File: src/rtl/mem_arbiter_if.sv
// mem_arbiter_if
//   Bundles the three handshake channels around the memory arbiter:
//   the instruction-fetch requester (if_*), the load/store requester (ls_*)
//   and the shared downstream memory port (mem_*).
//
//   modport master : arbiter view (accepts requester traffic, drives memory)
//   modport slave  : environment view (requesters and memory model)
//
//   Parameters ADDR_W / DATA_W / WMASK_W must match those of mem_arbiter.
interface mem_arbiter_if #(
  parameter int ADDR_W  = 32,
  parameter int DATA_W  = 32,
  parameter int WMASK_W = 8
);
  // IFU channels (read only)
  logic               if_req_valid;
  logic               if_req_ready;
  logic [ADDR_W-1:0]  if_addr;
  logic               if_resp_valid;
  logic               if_resp_ready;
  logic [DATA_W-1:0]  if_rdata;
  logic               if_resp_err;

  // LSU channels
  logic               ls_req_valid;
  logic               ls_req_ready;
  logic [ADDR_W-1:0]  ls_addr;
  logic               ls_wen;
  logic [DATA_W-1:0]  ls_wdata;
  logic [WMASK_W-1:0] ls_wmask;
  logic               ls_resp_valid;
  logic               ls_resp_ready;
  logic [DATA_W-1:0]  ls_rdata;
  logic               ls_resp_err;

  // Shared memory port
  logic               mem_req_valid;
  logic               mem_req_ready;
  logic [ADDR_W-1:0]  mem_addr;
  logic               mem_wen;
  logic [DATA_W-1:0]  mem_wdata;
  logic [WMASK_W-1:0] mem_wmask;
  logic               mem_resp_valid;
  logic               mem_resp_ready;
  logic [DATA_W-1:0]  mem_rdata;

  modport master (
    input  if_req_valid, if_addr, if_resp_ready,
    output if_req_ready, if_resp_valid, if_rdata, if_resp_err,
    input  ls_req_valid, ls_addr, ls_wen, ls_wdata, ls_wmask, ls_resp_ready,
    output ls_req_ready, ls_resp_valid, ls_rdata, ls_resp_err,
    output mem_req_valid, mem_addr, mem_wen, mem_wdata, mem_wmask, mem_resp_ready,
    input  mem_req_ready, mem_resp_valid, mem_rdata
  );

  modport slave (
    output if_req_valid, if_addr, if_resp_ready,
    input  if_req_ready, if_resp_valid, if_rdata, if_resp_err,
    output ls_req_valid, ls_addr, ls_wen, ls_wdata, ls_wmask, ls_resp_ready,
    input  ls_req_ready, ls_resp_valid, ls_rdata, ls_resp_err,
    input  mem_req_valid, mem_addr, mem_wen, mem_wdata, mem_wmask, mem_resp_ready,
    output mem_req_ready, mem_resp_valid, mem_rdata
  );
endinterface

File: src/rtl/mem_arbiter.sv
// mem_arbiter
//   Shares one memory port between the instruction fetch unit and the
//   load/store unit. One transaction is in flight at a time; on contention
//   the requester that was not served last wins. A memory response that
//   does not arrive within TIMEOUT cycles is answered with an error so a
//   dead slave cannot stall the pipeline.
//
//   Ports:
//     clk       rising-edge clock
//     rst       asynchronous active-low reset
//     bus       mem_arbiter_if.master (IFU, LSU and memory channels)
//     busy      transaction in progress (state is not IDLE)
//     grant_ls  current or most recent owner is the LSU
module mem_arbiter #(
  parameter int ADDR_W  = 32,
  parameter int DATA_W  = 32,
  parameter int WMASK_W = 8,
  parameter int TIMEOUT = 255
) (
  input  logic          clk,
  input  logic          rst,
  mem_arbiter_if.master bus,
  output logic          busy,
  output logic          grant_ls
);

  // A TIMEOUT of 0 still needs a one-bit counter to keep the logic legal.
  localparam int CNT_W = (TIMEOUT > 0) ? $clog2(TIMEOUT + 1) : 1;
  localparam logic [CNT_W-1:0] CNT_LAST = (TIMEOUT > 0) ? CNT_W'(TIMEOUT - 1) : '0;

  typedef enum logic [1:0] {IDLE, REQ, WAIT, RESP} state_t;

  state_t             state;
  logic               grant_ls_q;
  logic [ADDR_W-1:0]  addr_q;
  logic               wen_q;
  logic [DATA_W-1:0]  wdata_q;
  logic [WMASK_W-1:0] wmask_q;
  logic [DATA_W-1:0]  rdata_q;
  logic               err_q;
  logic [CNT_W-1:0]   cnt_q;
  logic               mem_req_valid_q;
  logic               if_resp_valid_q;
  logic               ls_resp_valid_q;
  logic               busy_q;

  logic pick_ls;
  logic accept_if;
  logic accept_ls;
  logic owner_resp_ready;

  // Arbitration: the LSU wins when it is alone or when the IFU was served
  // last. Readies are gated by rst so nothing handshakes while in reset.
  assign pick_ls   = bus.ls_req_valid & (~bus.if_req_valid | ~grant_ls_q);
  assign accept_ls = (state == IDLE) & rst & pick_ls;
  assign accept_if = (state == IDLE) & rst & bus.if_req_valid & ~pick_ls;

  assign owner_resp_ready = grant_ls_q ? bus.ls_resp_ready : bus.if_resp_ready;

  assign bus.if_req_ready   = accept_if;
  assign bus.ls_req_ready   = accept_ls;
  assign bus.mem_req_valid  = mem_req_valid_q;
  assign bus.mem_addr       = addr_q;
  assign bus.mem_wen        = wen_q;
  assign bus.mem_wdata      = wdata_q;
  assign bus.mem_wmask      = wmask_q;
  // Responses are also drained in IDLE so a late reply to a timed-out
  // request is swallowed rather than left pending on the bus.
  assign bus.mem_resp_ready = rst & ((state == IDLE) | (state == WAIT));
  assign bus.if_resp_valid  = if_resp_valid_q;
  assign bus.ls_resp_valid  = ls_resp_valid_q;
  assign bus.if_rdata       = rdata_q;
  assign bus.ls_rdata       = rdata_q;
  assign bus.if_resp_err    = err_q & ~grant_ls_q;
  assign bus.ls_resp_err    = err_q & grant_ls_q;
  assign busy               = busy_q;
  assign grant_ls           = grant_ls_q;

  // Transaction FSM. All visible valids and data are registered here; an
  // asynchronous reset abandons any in-flight transaction silently.
  always_ff @(posedge clk or negedge rst) begin
    if (!rst) begin
      state           <= IDLE;
      grant_ls_q      <= 1'b0;
      addr_q          <= '0;
      wen_q           <= 1'b0;
      wdata_q         <= '0;
      wmask_q         <= '0;
      rdata_q         <= '0;
      err_q           <= 1'b0;
      cnt_q           <= '0;
      mem_req_valid_q <= 1'b0;
      if_resp_valid_q <= 1'b0;
      ls_resp_valid_q <= 1'b0;
      busy_q          <= 1'b0;
    end else begin
      unique case (state)
        IDLE: begin
          if (accept_ls || accept_if) begin
            state           <= REQ;
            grant_ls_q      <= accept_ls;
            addr_q          <= accept_ls ? bus.ls_addr : bus.if_addr;
            wen_q           <= accept_ls & bus.ls_wen;
            wdata_q         <= accept_ls ? bus.ls_wdata : '0;
            wmask_q         <= accept_ls ? bus.ls_wmask : '0;
            mem_req_valid_q <= 1'b1;
            busy_q          <= 1'b1;
          end
        end
        REQ: begin
          if (bus.mem_req_ready) begin
            state           <= WAIT;
            mem_req_valid_q <= 1'b0;
            cnt_q           <= '0;
          end
        end
        WAIT: begin
          cnt_q <= cnt_q + 1'b1;
          // A response in the timeout cycle takes priority over the error.
          if (bus.mem_resp_valid) begin
            state           <= RESP;
            rdata_q         <= wen_q ? '0 : bus.mem_rdata;
            err_q           <= 1'b0;
            if_resp_valid_q <= ~grant_ls_q;
            ls_resp_valid_q <= grant_ls_q;
          end else if ((TIMEOUT != 0) && (cnt_q == CNT_LAST)) begin
            state           <= RESP;
            rdata_q         <= '0;
            err_q           <= 1'b1;
            if_resp_valid_q <= ~grant_ls_q;
            ls_resp_valid_q <= grant_ls_q;
          end
        end
        RESP: begin
          if (owner_resp_ready) begin
            state           <= IDLE;
            if_resp_valid_q <= 1'b0;
            ls_resp_valid_q <= 1'b0;
            busy_q          <= 1'b0;
          end
        end
        default: state <= IDLE;
      endcase
    end
  end

endmodule
File: src/flat_wrapper.sv
// flat-port wrapper written by rule: the top's interface ports become plain ports
module mem_arbiter_flat 
#(
  parameter int ADDR_W  = 32,
  parameter int DATA_W  = 32,
  parameter int WMASK_W = 8,
  parameter int TIMEOUT = 255
)
  (clk, rst, busy, grant_ls, bus_if_req_valid, bus_if_addr, bus_if_resp_ready, bus_if_req_ready, bus_if_resp_valid, bus_if_rdata, bus_if_resp_err, bus_ls_req_valid, bus_ls_addr, bus_ls_wen, bus_ls_wdata, bus_ls_wmask, bus_ls_resp_ready, bus_ls_req_ready, bus_ls_resp_valid, bus_ls_rdata, bus_ls_resp_err, bus_mem_req_valid, bus_mem_addr, bus_mem_wen, bus_mem_wdata, bus_mem_wmask, bus_mem_resp_ready, bus_mem_req_ready, bus_mem_resp_valid, bus_mem_rdata);
  mem_arbiter_if #(.ADDR_W(ADDR_W), .DATA_W(DATA_W), .WMASK_W(WMASK_W)) bus_i ();
  input  logic clk;
  input  logic rst;
  output logic busy;
  output logic grant_ls;
  input wire logic [$bits(bus_i.if_req_valid)-1:0] bus_if_req_valid;
  input wire logic [$bits(bus_i.if_addr)-1:0] bus_if_addr;
  input wire logic [$bits(bus_i.if_resp_ready)-1:0] bus_if_resp_ready;
  output wire logic [$bits(bus_i.if_req_ready)-1:0] bus_if_req_ready;
  output wire logic [$bits(bus_i.if_resp_valid)-1:0] bus_if_resp_valid;
  output wire logic [$bits(bus_i.if_rdata)-1:0] bus_if_rdata;
  output wire logic [$bits(bus_i.if_resp_err)-1:0] bus_if_resp_err;
  input wire logic [$bits(bus_i.ls_req_valid)-1:0] bus_ls_req_valid;
  input wire logic [$bits(bus_i.ls_addr)-1:0] bus_ls_addr;
  input wire logic [$bits(bus_i.ls_wen)-1:0] bus_ls_wen;
  input wire logic [$bits(bus_i.ls_wdata)-1:0] bus_ls_wdata;
  input wire logic [$bits(bus_i.ls_wmask)-1:0] bus_ls_wmask;
  input wire logic [$bits(bus_i.ls_resp_ready)-1:0] bus_ls_resp_ready;
  output wire logic [$bits(bus_i.ls_req_ready)-1:0] bus_ls_req_ready;
  output wire logic [$bits(bus_i.ls_resp_valid)-1:0] bus_ls_resp_valid;
  output wire logic [$bits(bus_i.ls_rdata)-1:0] bus_ls_rdata;
  output wire logic [$bits(bus_i.ls_resp_err)-1:0] bus_ls_resp_err;
  output wire logic [$bits(bus_i.mem_req_valid)-1:0] bus_mem_req_valid;
  output wire logic [$bits(bus_i.mem_addr)-1:0] bus_mem_addr;
  output wire logic [$bits(bus_i.mem_wen)-1:0] bus_mem_wen;
  output wire logic [$bits(bus_i.mem_wdata)-1:0] bus_mem_wdata;
  output wire logic [$bits(bus_i.mem_wmask)-1:0] bus_mem_wmask;
  output wire logic [$bits(bus_i.mem_resp_ready)-1:0] bus_mem_resp_ready;
  input wire logic [$bits(bus_i.mem_req_ready)-1:0] bus_mem_req_ready;
  input wire logic [$bits(bus_i.mem_resp_valid)-1:0] bus_mem_resp_valid;
  input wire logic [$bits(bus_i.mem_rdata)-1:0] bus_mem_rdata;
  assign bus_i.if_req_valid = bus_if_req_valid;
  assign bus_i.if_addr = bus_if_addr;
  assign bus_i.if_resp_ready = bus_if_resp_ready;
  assign bus_if_req_ready = bus_i.if_req_ready;
  assign bus_if_resp_valid = bus_i.if_resp_valid;
  assign bus_if_rdata = bus_i.if_rdata;
  assign bus_if_resp_err = bus_i.if_resp_err;
  assign bus_i.ls_req_valid = bus_ls_req_valid;
  assign bus_i.ls_addr = bus_ls_addr;
  assign bus_i.ls_wen = bus_ls_wen;
  assign bus_i.ls_wdata = bus_ls_wdata;
  assign bus_i.ls_wmask = bus_ls_wmask;
  assign bus_i.ls_resp_ready = bus_ls_resp_ready;
  assign bus_ls_req_ready = bus_i.ls_req_ready;
  assign bus_ls_resp_valid = bus_i.ls_resp_valid;
  assign bus_ls_rdata = bus_i.ls_rdata;
  assign bus_ls_resp_err = bus_i.ls_resp_err;
  assign bus_mem_req_valid = bus_i.mem_req_valid;
  assign bus_mem_addr = bus_i.mem_addr;
  assign bus_mem_wen = bus_i.mem_wen;
  assign bus_mem_wdata = bus_i.mem_wdata;
  assign bus_mem_wmask = bus_i.mem_wmask;
  assign bus_mem_resp_ready = bus_i.mem_resp_ready;
  assign bus_i.mem_req_ready = bus_mem_req_ready;
  assign bus_i.mem_resp_valid = bus_mem_resp_valid;
  assign bus_i.mem_rdata = bus_mem_rdata;
  mem_arbiter #(.ADDR_W(ADDR_W), .DATA_W(DATA_W), .WMASK_W(WMASK_W), .TIMEOUT(TIMEOUT)) u_core (.clk(clk), .rst(rst), .bus(bus_i), .busy(busy), .grant_ls(grant_ls));
endmodule
File: config.mk
export PLATFORM = sky130hd
export DESIGN_NAME = mem_arbiter_flat
export DESIGN_NICKNAME = d
export VERILOG_FILES = /design/src/rtl/mem_arbiter_if.sv /design/src/rtl/mem_arbiter.sv /design/src/flat_wrapper.sv
export SDC_FILE = /design/constraint.sdc
export NUM_CORES = 1
export LEC_CHECK = 0
export BUFFER_PORTS_ARGS = -buffer_cell sky130_fd_sc_hd__buf_2
export CELL_PAD_IN_SITES_DETAIL_PLACEMENT = 0
export CELL_PAD_IN_SITES_GLOBAL_PLACEMENT = 1
export CORE_MARGIN = 10
export CORE_UTILIZATION = 33
export CTS_BUF_LIST = sky130_fd_sc_hd__clkbuf_16
export DETAILED_ROUTE_END_ITERATION = 16
export PLACE_DENSITY = 0.87
export SETUP_SLACK_MARGIN = 0.15
export SYNTH_ARGS = -nofsm -noshare
export SYNTH_HDL_FRONTEND = slang
export SYNTH_SLANG_ARGS = --single-unit
File: constraint.sdc
create_clock -name clk -period 2.4 [get_ports clk]
set_input_delay 0.48 -clock clk [delete_from_list [all_inputs] [get_ports clk]]
set_output_delay 0.48 -clock clk [all_outputs]
set_load 0.1 [all_outputs]
; ---- Word-level counts from Yosys, hierarchy flattened
; Cells that the tools add are included.
[word_totals]
out_inout_bits = 147
regBits = 121
elab_cells = 78
input_bits = 145
[classes]
bitwise = 14
n_eq_ne = 8
reduce_logical = 14
mux = 28
n_addsub = 1
[op_table]
columns = operator, count
row1 = 2-to-1 mux 32 bit, 5
row2 = 2-to-1 mux 8 bit, 2
row3 = one-hot mux 8 bit (2 select lines), 1
row4 = 2-to-1 mux 1 bit, 10
row5 = 2-to-1 mux 2 bit, 5
row6 = nonzero test 2 bit, 5
row7 = AND 1 bit, 9
row8 = AND reduction 3 bit, 3
row9 = adder 8 x 1 -> 8 bit (second input constant), 1
row10 = equality test 8 bit (second input constant), 1
row11 = one-hot mux 1 bit (2 select lines), 4
row12 = one-hot mux 2 bit (4 select lines), 1
row13 = AND reduction 2 bit, 3
row14 = equality test 2 bit (second input constant), 2
row15 = != test 2 bit (second input constant), 2
row16 = AND reduction 4 bit, 1
row17 = != test 3 bit (second input constant), 1
row18 = NOT 1 bit, 3
row19 = equality test 2 x 1 -> 1 bit (second input constant), 1
row20 = zero test 2 bit, 1
row21 = != test 2 x 1 -> 1 bit (second input constant), 1
row22 = bitwise OR 1 bit, 2
row23 = logical OR 1 bit, 1

; ---- Longest topological paths before layout
; Gate-level depths: netlist (run 1).
[logic_depth]
ltp_word = 8
mapped_depth = 8
ltp_nobuf = 6

; ---- Worst setup path before layout (run 1)
; OpenSTA, ideal clock, no wires.
[synth_timing]
path_kind = register to output
from = register u_core.grant_ls_q, in the netlist u_core.grant_ls
to = output port bus_ls_resp_err
arrival_ns = 2.548
n_path_buf = 1
setup_slack_ns = -0.628
required_time_ns = 1.920
path_stages_with_launch = 4
cell_sequence = dfrtp_1 -> buf_2 -> inv_1 -> nor2_1
[synth_via]
elab_chain_cells = 1
[synth_lines]
columns = item, line
row1 = "start, declared", mem_arbiter.sv:34  ; logic grant_ls_q;
row2 = "start signal, assigned", mem_arbiter.sv:101  ; grant_ls_q <= accept_ls;
row3 = AND 1 bit, mem_arbiter.sv:75  ; assign bus.ls_resp_err = err_q & grant_ls_q;
row4 = "end, declared", flat_wrapper.sv:31  ; output wire logic [$bits(bus_i.ls_resp_err)-1:0] bus_ls_resp_err;
; No other way between the ends.

; ---- Worst setup path after layout (run 1)
[layout_timing]
from = register u_core.state[0]
to = output port bus_if_req_ready
[layout_via]
elab_chain_cells = 4
[layout_lines]
columns = item, line
row1 = "start, declared", mem_arbiter.sv:33  ; state_t state;
row2 = "start signal, assigned", mem_arbiter.sv:83  ; state <= IDLE;
row3 = "start signal, assigned", mem_arbiter.sv:100  ; state <= REQ;
row4 = "start signal, assigned", mem_arbiter.sv:112  ; state <= WAIT;
row5 = zero test 2 bit, mem_arbiter.sv:56  ; assign accept_if = (state == IDLE) & rst & bus.if_req_valid & ~pick_ls;
row6 = AND 1 bit (3 in a row), mem_arbiter.sv:56
row7 = "end, declared", flat_wrapper.sv:18  ; output wire logic [$bits(bus_i.if_req_ready)-1:0] bus_if_req_ready;
; No other way between the ends.

==> results of run 1 <==
==> cells in the final DEF (no fill, tap or decap), types with 2 or more instances in the layout <==
master      count
a21o_1         33
a21oi_1         2
a21oi_4         2
a222oi_1       32
a22o_1         41
and4b_1        32
buf_12          3
buf_2         287
buf_4          19
bufinv_16       2
clkbuf_16      17
clkinv_2        5
clkinvlp_4      3
dfrtp_1       120
ha_1            6
inv_1          39
inv_2           2
mux2i_1         4
nand2_1         9
nand2b_1        3
nand3_1         3
nand3_2         3
nor2_1          6
nor2b_1         5
nor3_1          2
o21ai_0         4
o21ai_1         3
o2bb2ai_1       2
xnor2_1         2
==> per-stage QoR <==
stage / area, sq um / std cells
3_3_place_gp: 6888 / 897
6_report: 7506 / 932
2_1_floorplan: 5401 / 440
3_5_place_dp: 6888 / 897
5_1_grt: 7506 / 932
4_1_cts: 7476 / 932
==> worst paths after layout <==
check	from	end	slack [ns]	cells after the start
max reg2reg	u_core.state[0]$_DFFE_PN0P_	u_core.bus.mem_wmask[6]$_DFFE_PN0P_	0.56	7
max in group asynchronous	rst	u_core.bus.if_rdata[18]$_DFFE_PN0P_	1.28	3
max	u_core.state[0]$_DFFE_PN0P_	bus_if_req_ready	0.27	6
min	rst	u_core.bus.if_rdata[10]$_DFFE_PN0P_	0.16	2
min reg2reg	u_core.cnt_q[6]$_DFFE_PN0P_	u_core.cnt_q[6]$_DFFE_PN0P_	0.49	1
min in group clk	bus_if_addr[20]	u_core.bus.mem_addr[20]$_DFFE_PN0P_	0.28	3
==> state kept, by name, summed over array words and instances, names as in the netlist <==
| signal | cells |
|---|---|
| u_core.bus.mem_addr | 32 |
| u_core.bus.if_rdata | 32 |
| u_core.bus.mem_wdata | 32 |
| u_core.bus.mem_wmask | 8 |
| u_core.bus.mem_req_valid | 1 |
| u_core.bus.ls_resp_valid | 1 |
| u_core.bus.if_resp_valid | 1 |
| u_core.busy | 1 |
| u_core.err_q | 1 |
| u_core.bus.mem_wen | 1 |
| u_core.cnt_q | 8 |
| u_core.grant_ls | 1 |
| u_core.state | 2 |
==> routing by layer <==
layer,up-vias,part of all wire
li1,2133,-
met1,2212,0.41
met2,233,0.47
met3,14,0.10
met4,0,0.012
met5,-,0
==> kinds of logic after synthesis <==
logic type / Yosys count
AOI/OAI and AO/OA: 129
DFF: 121
buffers and inverters: 105
and+or+nand+nor: 69
muxes: 7
adders and majority gates: 7
xor gates and xnor gates: 2
==> what timing repair did <==
item / in CTS / in global routing
buffers inserted: 3 / 0
pin swaps: 0 / 0
endpoints found under the setup margin: 2 / 2
hold buffers: 0 / 0
resized for setup: 3 / 5
==> critical path, cell delays in order (launching register included) <==
cell	delay (ns)
dfrtp_1	0.39
inv_2	0.11
ha_4	0.15
buf_6	0.12
nand3_2	0.10
a21oi_4	0.18
buf_12	0.20
==> final cells by class <==
type	instances	area (sq um)	area share
inverters	39	146.4	0.01950
multi-input cells	214	1848	0.2462
flip-flops and latches	121	3029	0.4036
clock buffers	17	425.4	0.05668
well taps	216	270.3	0.03601
clock inverters	15	136.4	0.01817
repair buffers	310	1650	0.2199
==> impl_metrics.py, run 1 <==
metrics = {
    "run_status": {
        "status": "completed",
    },
    "finish": {
        "fillers": 1479,
        "fin_util": 0.4708,
        "area.growth.synth_to_final_pct": 39.28,
        "layout.nets": 855,
        "antenna_cells": 0,
        "drive_gt1_frac": 0.5000,
    },
    "detailed_routing": {
        "drt.antenna.violating_nets": 0,
        "dr.pass1.iters": 5,
        "drtIter0Drc": 318,
        "wl_per_cell_um": 18.79,
        "num_vias": 4592,
        "detail_route.wirelength_um": 17510,
        "drcViolationCount": 0,
        "viasPerCell": 4.927,
    },
    "timing": {
        "fin_skew_ns": 0.006158,
        "slew_headroom": 0.5641,
        "hold_ws_ns": 0.1594,
        "setup_viol": 0,
        "finalSetupTns_ns": 0,
        "hold_violations": 0,
        "fin_crit_ns": 2.132,
        "drv_slew": 0,
        "fin_ws_ns": 0.2676,
        "period_share": 0.8885,
        "rsz0062_at_grt": "false",
        "timing.fmax_mhz": 469.0,
        "worst_slew_pin_slew_ns": 0.6515,
    },
    "global_routing": {
        "antenna_found_initial": 0,
        "grt_pass1_vias": 4889,
        "grtUsageMet3": 0.07204,
        "gr-total-overflow": 0,
        "grt-busiest-layer": "met2",
        "grt_usage": 0.1547,
        "grt_max_degree": 49,
        "grt.met2_usage": 0.2428,
        "grt_pass1_wl_um": 26900,
        "use_met1": 0.1829,
    },
    "setup_path": {
        "cp-start-kind": "flop",
        "crit_arrival_ns": 1.65,
        "end_kind": "output port",
        "worst_ep_required_time_ns": 1.92,
        "worstSetupPathType": "reg -> out",
        "path_max_fanout": 5,
    },
    "clock_network": {
        "clock_path_buffers": 2,
        "clock-sinks": 121,
        "cts-root-buf": "clkbuf_16",
        "numCtsBuffers": 17,
        "path_clk_slew_ns": 0.05,
        "worst_skew_pair.late_latency_ns": 0.41,
        "ctsHtreeMaxLevel": 4,
        "cts_tree": "built",
    },
    "synth": {
        "synth.most_common_cell": "dfrtp_1",
        "ys_ff_latch": 121,
        "ys_warn_count": 0,
        "synth_ff_type": "dfrtp_1",
        "synth_area_leaders": "dfrtp_1 (56%), a22o_1 (6.7%), a222oi_1 (5.9%)",
        "ys_top_cells_by_count": "dfrtp_1 (121), a22o_1 (41), inv_1 (39)",
        "muxShareOfSynthArea": 0.01486,
        "syn_nets": 592,
        "yosysTopAreaCellShare": 0.5619,
        "ys_seq_area_frac": 0.5619,
        "synth-async-reset-ratio": 1.000,
        "synth_compound_area_frac": 0.2034,
        "synth_xor_area_frac": 0.003251,
        "synth.avg_cell_area_sq_um": 12.25,
        "yosys.area.top_type": "dfrtp_1",
        "synth_top_family_by_area": "compound AO/OA/AOI/OAI gates",
        "synthAdderAreaFrac": 0.01625,
        "syn-instance-count": 440,
        "ys_types": 41,
        "synth_area_sq_um": 5389,
        "synth_edf_count": 0,
        "synth-simple-area-share": 0.09380,
    },
    "floorplan": {
        "die_area_sq_um": 21840,
        "rows": 46,
        "core_sq_um": 15940,
        "num_io_pins": 292,
        "die_h_um": 147.8,
        "start_util": 0.3380,
        "die_x_um": 147.8,
    },
    "place": {
        "hpwl_um": 13220,
        "numPortBuffers": 291,
        "place.gp.congestion": 0.7832,
        "pre_cts_ws_ns": 0.3229,
    },
    "job": {
        "drv_cap": 0,
    },
    "hold_path": {
        "min-delay-path-class": "in -> async",
    },
}
Power of run 1 is left out: the tool's default activity adds up to more than one toggle a clock period on the data nets, which glitch-free logic cannot reach.
==> inputs of run 2 (changes only) <==
--- a/config.mk
+++ b/config.mk
@@ -9,10 +9,10 @@
 export CELL_PAD_IN_SITES_DETAIL_PLACEMENT = 0
 export CELL_PAD_IN_SITES_GLOBAL_PLACEMENT = 1
 export CORE_MARGIN = 10
-export CORE_UTILIZATION = 33
+export CORE_UTILIZATION = 31
 export CTS_BUF_LIST = sky130_fd_sc_hd__clkbuf_16
 export DETAILED_ROUTE_END_ITERATION = 16
-export PLACE_DENSITY = 0.87
+export PLACE_DENSITY = 0.83
 export SETUP_SLACK_MARGIN = 0.15
 export SYNTH_ARGS = -nofsm -noshare
 export SYNTH_HDL_FRONTEND = slang
==> constraint.sdc (replaced) <==
create_clock -name clk -period 2.45 [get_ports clk]
set_input_delay 0.49 -clock clk [delete_from_list [all_inputs] [get_ports clk]]
set_output_delay 0.49 -clock clk [all_outputs]
set_load 0.1 [all_outputs]
==> impl_metrics.py, run 2 (synthesis results as in run 1) <==
metrics = {
    "run_status": {
        "status": "completed",
    },
    "detailed_routing": {
        "viasPerCell": 4.934,
        "wl_met3_um": 1900,
        "wl_met1_um": 7365,
        "dr.pass1.iters": 6,
        "routed.top_layer": "met4",
        "met2_length_um": 8391,
        "drcViolationCount": 0,
        "drt.antenna.violating_nets": 0,
        "drtIter0Drc": 347,
        "wl_per_cell_um": 19.09,
        "detail_route.wirelength_um": 17910,
        "num_vias": 4628,
    },
    "clock_network": {
        "ctsHtreeMaxLevel": 4,
        "numCtsBuffers": 17,
        "path_clk_slew_ns": 0.06,
        "clock_path_buffers": 2,
        "worst_skew_pair.late_latency_ns": 0.41,
        "cts-root-buf": "clkbuf_16",
        "cts_tree": "built",
        "clock-sinks": 121,
    },
    "setup_path": {
        "slowest_stage": "dfrtp_1",
        "end_kind": "output port",
        "worstRegToRegCells": 8,
        "worst_ep_required_time_ns": 1.96,
        "worstSetupPathType": "reg -> out",
        "cp_cell_sequence": "inv_2 -> ha_4 -> nand3_1 -> a21oi_4 -> buf_12",
        "crit_arrival_ns": 1.71,
        "slowest_delay_ns": 0.41,
        "cp-start-kind": "flop",
        "path_max_fanout": 6,
    },
    "floorplan": {
        "core_sq_um": 17180,
        "die_area_sq_um": 23060,
        "rows": 48,
        "num_io_pins": 292,
        "die_x_um": 151.8,
        "start_util": 0.3137,
        "die_h_um": 151.8,
    },
    "place": {
        "numPortBuffers": 291,
        "dp.cells": 903,
        "place.gp.congestion": 0.7941,
        "hpwl_um": 13370,
    },
    "finish": {
        "layout.nets": 853,
        "fin_util": 0.4358,
        "area.growth.synth_to_final_pct": 38.89,
        "seq_area_sq_um": 3029,
        "layout_common_cells": "buf_2 (287), dfrtp_1 (120), a22o_1 (41), inv_1 (38), a21o_1 (33)",
        "drive_gt1_frac": 0.4965,
        "fillers": 1643,
        "multi_input_area_sq_um": 1833,
        "layout_commonest_cell": "buf_2",
        "instances_no_fill": 938,
        "antenna_cells": 0,
    },
    "timing": {
        "setup_viol": 0,
        "timing.fmax_mhz": 453.6,
        "worst_slew_pin_slew_ns": 0.6572,
        "slew_headroom": 0.5603,
        "drv_slew": 0,
        "finalSetupTns_ns": 0,
        "hold_violations": 0,
        "fin_skew_ns": 0.008352,
        "period_share": 0.8999,
        "rsz0062_at_grt": "false",
        "fin_crit_ns": 2.205,
        "hold_ws_ns": 0.1895,
    },
    "global_routing": {
        "grt_pass1_vias": 4973,
        "antenna_found_initial": 0,
        "gr-total-overflow": 0,
        "grt_pass1_wl_um": 28360,
        "grt_usage": 0.1511,
        "grt_max_degree": 51,
    },
    "job": {
        "drv_cap": 0,
    },
    "hold_path": {
        "min-delay-path-class": "in -> async",
    },
}
run 2: changes by cell type in the layout (fill, tap and decap cells not counted), sizes merged:
cell         delta
inv             -2
buf             -3
dlygate4sd3     +1
clkinvlp        +1
run 2: worst paths after layout:
| check | to | start | slack [ns] |
|---|---|---|---|
| min | u_core.bus.mem_addr[31]$_DFFE_PN0P_ | rst | 0.19 |
| max in group asynchronous | u_core.bus.mem_wdata[17]$_DFFE_PN0P_ | rst | 1.22 |
| max reg2reg | u_core.bus.mem_addr[14]$_DFFE_PN0P_ | u_core.state[0]$_DFFE_PN0P_ | 0.62 |
| min in group clk | u_core.bus.mem_addr[27]$_DFFE_PN0P_ | bus_if_addr[27] | 0.29 |
| max | bus_ls_req_ready | u_core.state[0]$_DFFE_PN0P_ | 0.25 |
| min reg2reg | u_core.cnt_q[6]$_DFFE_PN0P_ | u_core.cnt_q[6]$_DFFE_PN0P_ | 0.48 |
run 2: cell type report:
class,instances,share of cell area
Multi-Input combinational cell,214,0.2449
Clock inverter,14,0.01805
Sequential cell,121,0.4047
Timing Repair Buffer,308,0.2183
Clock buffer,17,0.05684
Tap cell,225,0.03761
Inverter,39,0.01956
run 2: repair_timing:
| item | CTS | global route |
|---|---|---|
| setup endpoints to repair | 3 | 3 |
| buffers inserted | 1 | 2 |
| hold buffers | 1 | 0 |
| gates resized for setup | 3 | 2 |
| endpoints found under the hold margin | 3 | 0 |
run 2: stage by stage:
stage / area [sq um] / setup slack [ns]
2_1_floorplan: 5401 / 0.2139
3_3_place_gp: 6877 / 0.4002
3_5_place_dp: 6877 / 0.3726
4_1_cts: 7470 / 0.1378
5_1_grt: 7485 / 0.1523
6_report: 7485 / 0.2453
run 2: critical path, delay by kind of cell, from the launching register on:
| kind | cells | cell delay (ns) |
|---|---|---|
| AO/OA/AOI/OAI | 1 | 0.23 |
| adder cells (fa/ha/maj) | 1 | 0.20 |
| buffers and inverters | 2 | 0.33 |
| flip-flops | 1 | 0.41 |
| AND/OR/NAND/NOR | 1 | 0.14 |
run 2: layer usage:
metal,GRT usage,up-vias
li1,-,2136
met1,0.1756,2233
met2,0.2392,241
met3,0.07282,18
met4,0.05089,0
met5,0,-
Power of run 2 is left out for the same reason.
==> inputs of run 3 (changes only) <==
--- a/config.mk
+++ b/config.mk
@@ -12,6 +12,7 @@
 export CORE_UTILIZATION = 31
 export CTS_BUF_LIST = sky130_fd_sc_hd__clkbuf_16
 export DETAILED_ROUTE_END_ITERATION = 16
+export MAX_ROUTING_LAYER = met4
 export PLACE_DENSITY = 0.83
 export SETUP_SLACK_MARGIN = 0.15
 export SYNTH_ARGS = -nofsm -noshare
==> impl_metrics.py, run 3 (synthesis results as in run 1) <==
metrics = {
    "hold_path": {
        "min-delay-path-class": "in -> async",
    },
    "place": {
        "numPortBuffers": 291,
        "place.gp.congestion": 0.8053,
        "hpwl_um": 13370,
    },
    "timing": {
        "drv_slew": 0,
        "worst_slew_pin_slew_ns": 0.6423,
        "slew_headroom": 0.5703,
        "fin_skew_ns": 0.009560,
        "fin_crit_ns": 2.206,
        "finalSetupTns_ns": 0,
        "rsz0062_at_grt": "false",
        "period_share": 0.9004,
        "timing.fmax_mhz": 453.3,
        "hold_violations": 0,
        "setup_viol": 0,
    },
    "global_routing": {
        "antenna_found_initial": 0,
        "grt_usage": 0.1554,
        "grt_max_degree": 51,
        "grt_pass1_wl_um": 28260,
        "gr-total-overflow": 0,
        "grt_pass1_vias": 4991,
    },
    "detailed_routing": {
        "drt.antenna.violating_nets": 0,
        "drtIter0Drc": 369,
        "drcViolationCount": 0,
        "dr.pass1.iters": 7,
        "detail_route.wirelength_um": 17930,
        "viasPerCell": 4.969,
        "num_vias": 4661,
        "wl_per_cell_um": 19.12,
    },
    "run_status": {
        "status": "completed",
    },
    "setup_path": {
        "end_kind": "output port",
        "slowest_stage": "dfrtp_1",
        "crit_arrival_ns": 1.72,
        "worst_ep_required_time_ns": 1.96,
        "cp-start-kind": "flop",
        "path_max_fanout": 6,
        "worstSetupPathType": "reg -> out",
        "cp-startpoint": "u_core.state[0]$_DFFE_PN0P_",
        "slowest_delay_ns": 0.41,
        "cp_cell_sequence": "inv_2 -> ha_4 -> nand3_1 -> a21oi_4 -> buf_12",
        "r2r_start": "u_core.state[0]$_DFFE_PN0P_",
    },
    "floorplan": {
        "die_area_sq_um": 23060,
        "rows": 48,
        "die_x_um": 151.8,
        "core_sq_um": 17180,
        "die_h_um": 151.8,
        "start_util": 0.3137,
        "num_io_pins": 292,
    },
    "clock_network": {
        "ctsHtreeMaxLevel": 4,
        "worst_skew_pair.late_latency_ns": 0.41,
        "clock_path_buffers": 2,
        "numCtsBuffers": 17,
        "cts_tree": "built",
        "clock-sinks": 121,
        "path_clk_slew_ns": 0.06,
        "cts-root-buf": "clkbuf_16",
    },
    "job": {
        "drv_cap": 0,
    },
    "finish": {
        "area.growth.synth_to_final_pct": 38.89,
        "drive_gt1_frac": 0.4965,
        "layout_common_cells": "buf_2 (287), dfrtp_1 (120), a22o_1 (41), inv_1 (38), a21o_1 (33)",
        "antenna_cells": 0,
        "layout.nets": 853,
        "fin_util": 0.4358,
        "layout_commonest_cell": "buf_2",
    },
}
run 3: cell counts in the layout (fill, tap and decap cells not counted):
No cell type changed its count.
run 3: routing by layer:
layer | GRT usage | wire [um] | vias to the layer above
met5 | - | 0 | -
met4 | 0.05089 | 260 | 0
met3 | 0.05673 | 1721 | 20
met2 | 0.2394 | 8315 | 279
met1 | 0.1852 | 7637 | 2230
li1 | - | - | 2132
run 3: metrics by stage:
stage,hold WS (ns),setup slack [ns],area [sq um],cells
global placement,0.3213,0.4002,6877,903
finish,0.1906,0.2441,7485,938
detailed placement,0.3191,0.3726,6877,903
floorplan,0.1944,0.2139,5401,440
CTS,0.1925,0.1378,7470,936
global route,0.2261,0.1523,7485,938
run 3: what timing repair did:
action	CTS	global route
buffers inserted	1	2
hold endpoints to repair	3	0
gates resized for setup	3	2
hold buffers	1	0
cloned	0	0
endpoints found under the setup margin	3	3
run 3: layout make-up:
class | instances | area [sq um]
tap | 225 | 281.5
timing repair buffer | 308 | 1634
inverter | 39 | 146.4
clock buffer | 17 | 425.4
fill | 1643 | 9692
clock inverter | 14 | 135.1
sequential | 121 | 3029
multi-input combinational | 214 | 1833
run 3: critical path, delay by kind of cell (launching register included):
kind,cells,cell delay (ns)
flip-flops,1,0.41
buffers and inverters,2,0.33
AO/OA/AOI/OAI,1,0.23
adder cells (fa/ha/maj),1,0.20
AND/OR/NAND/NOR,1,0.14
run 3: worst paths after layout:
check | to | slack (ns) | cells after the start
max | bus_ls_req_ready | 0.24 | 5
min | u_core.bus.mem_addr[1]$_DFFE_PN0P_ | 0.19 | 2
max reg2reg | u_core.bus.mem_wdata[25]$_DFFE_PN0P_ | 0.63 | 7
min reg2reg | u_core.cnt_q[6]$_DFFE_PN0P_ | 0.48 | 1
max in group asynchronous | u_core.bus.mem_wdata[29]$_DFFE_PN0P_ | 1.22 | 3
min in group clk | u_core.bus.mem_addr[18]$_DFFE_PN0P_ | 0.29 | 3
Power of run 3 is left out for the same reason.
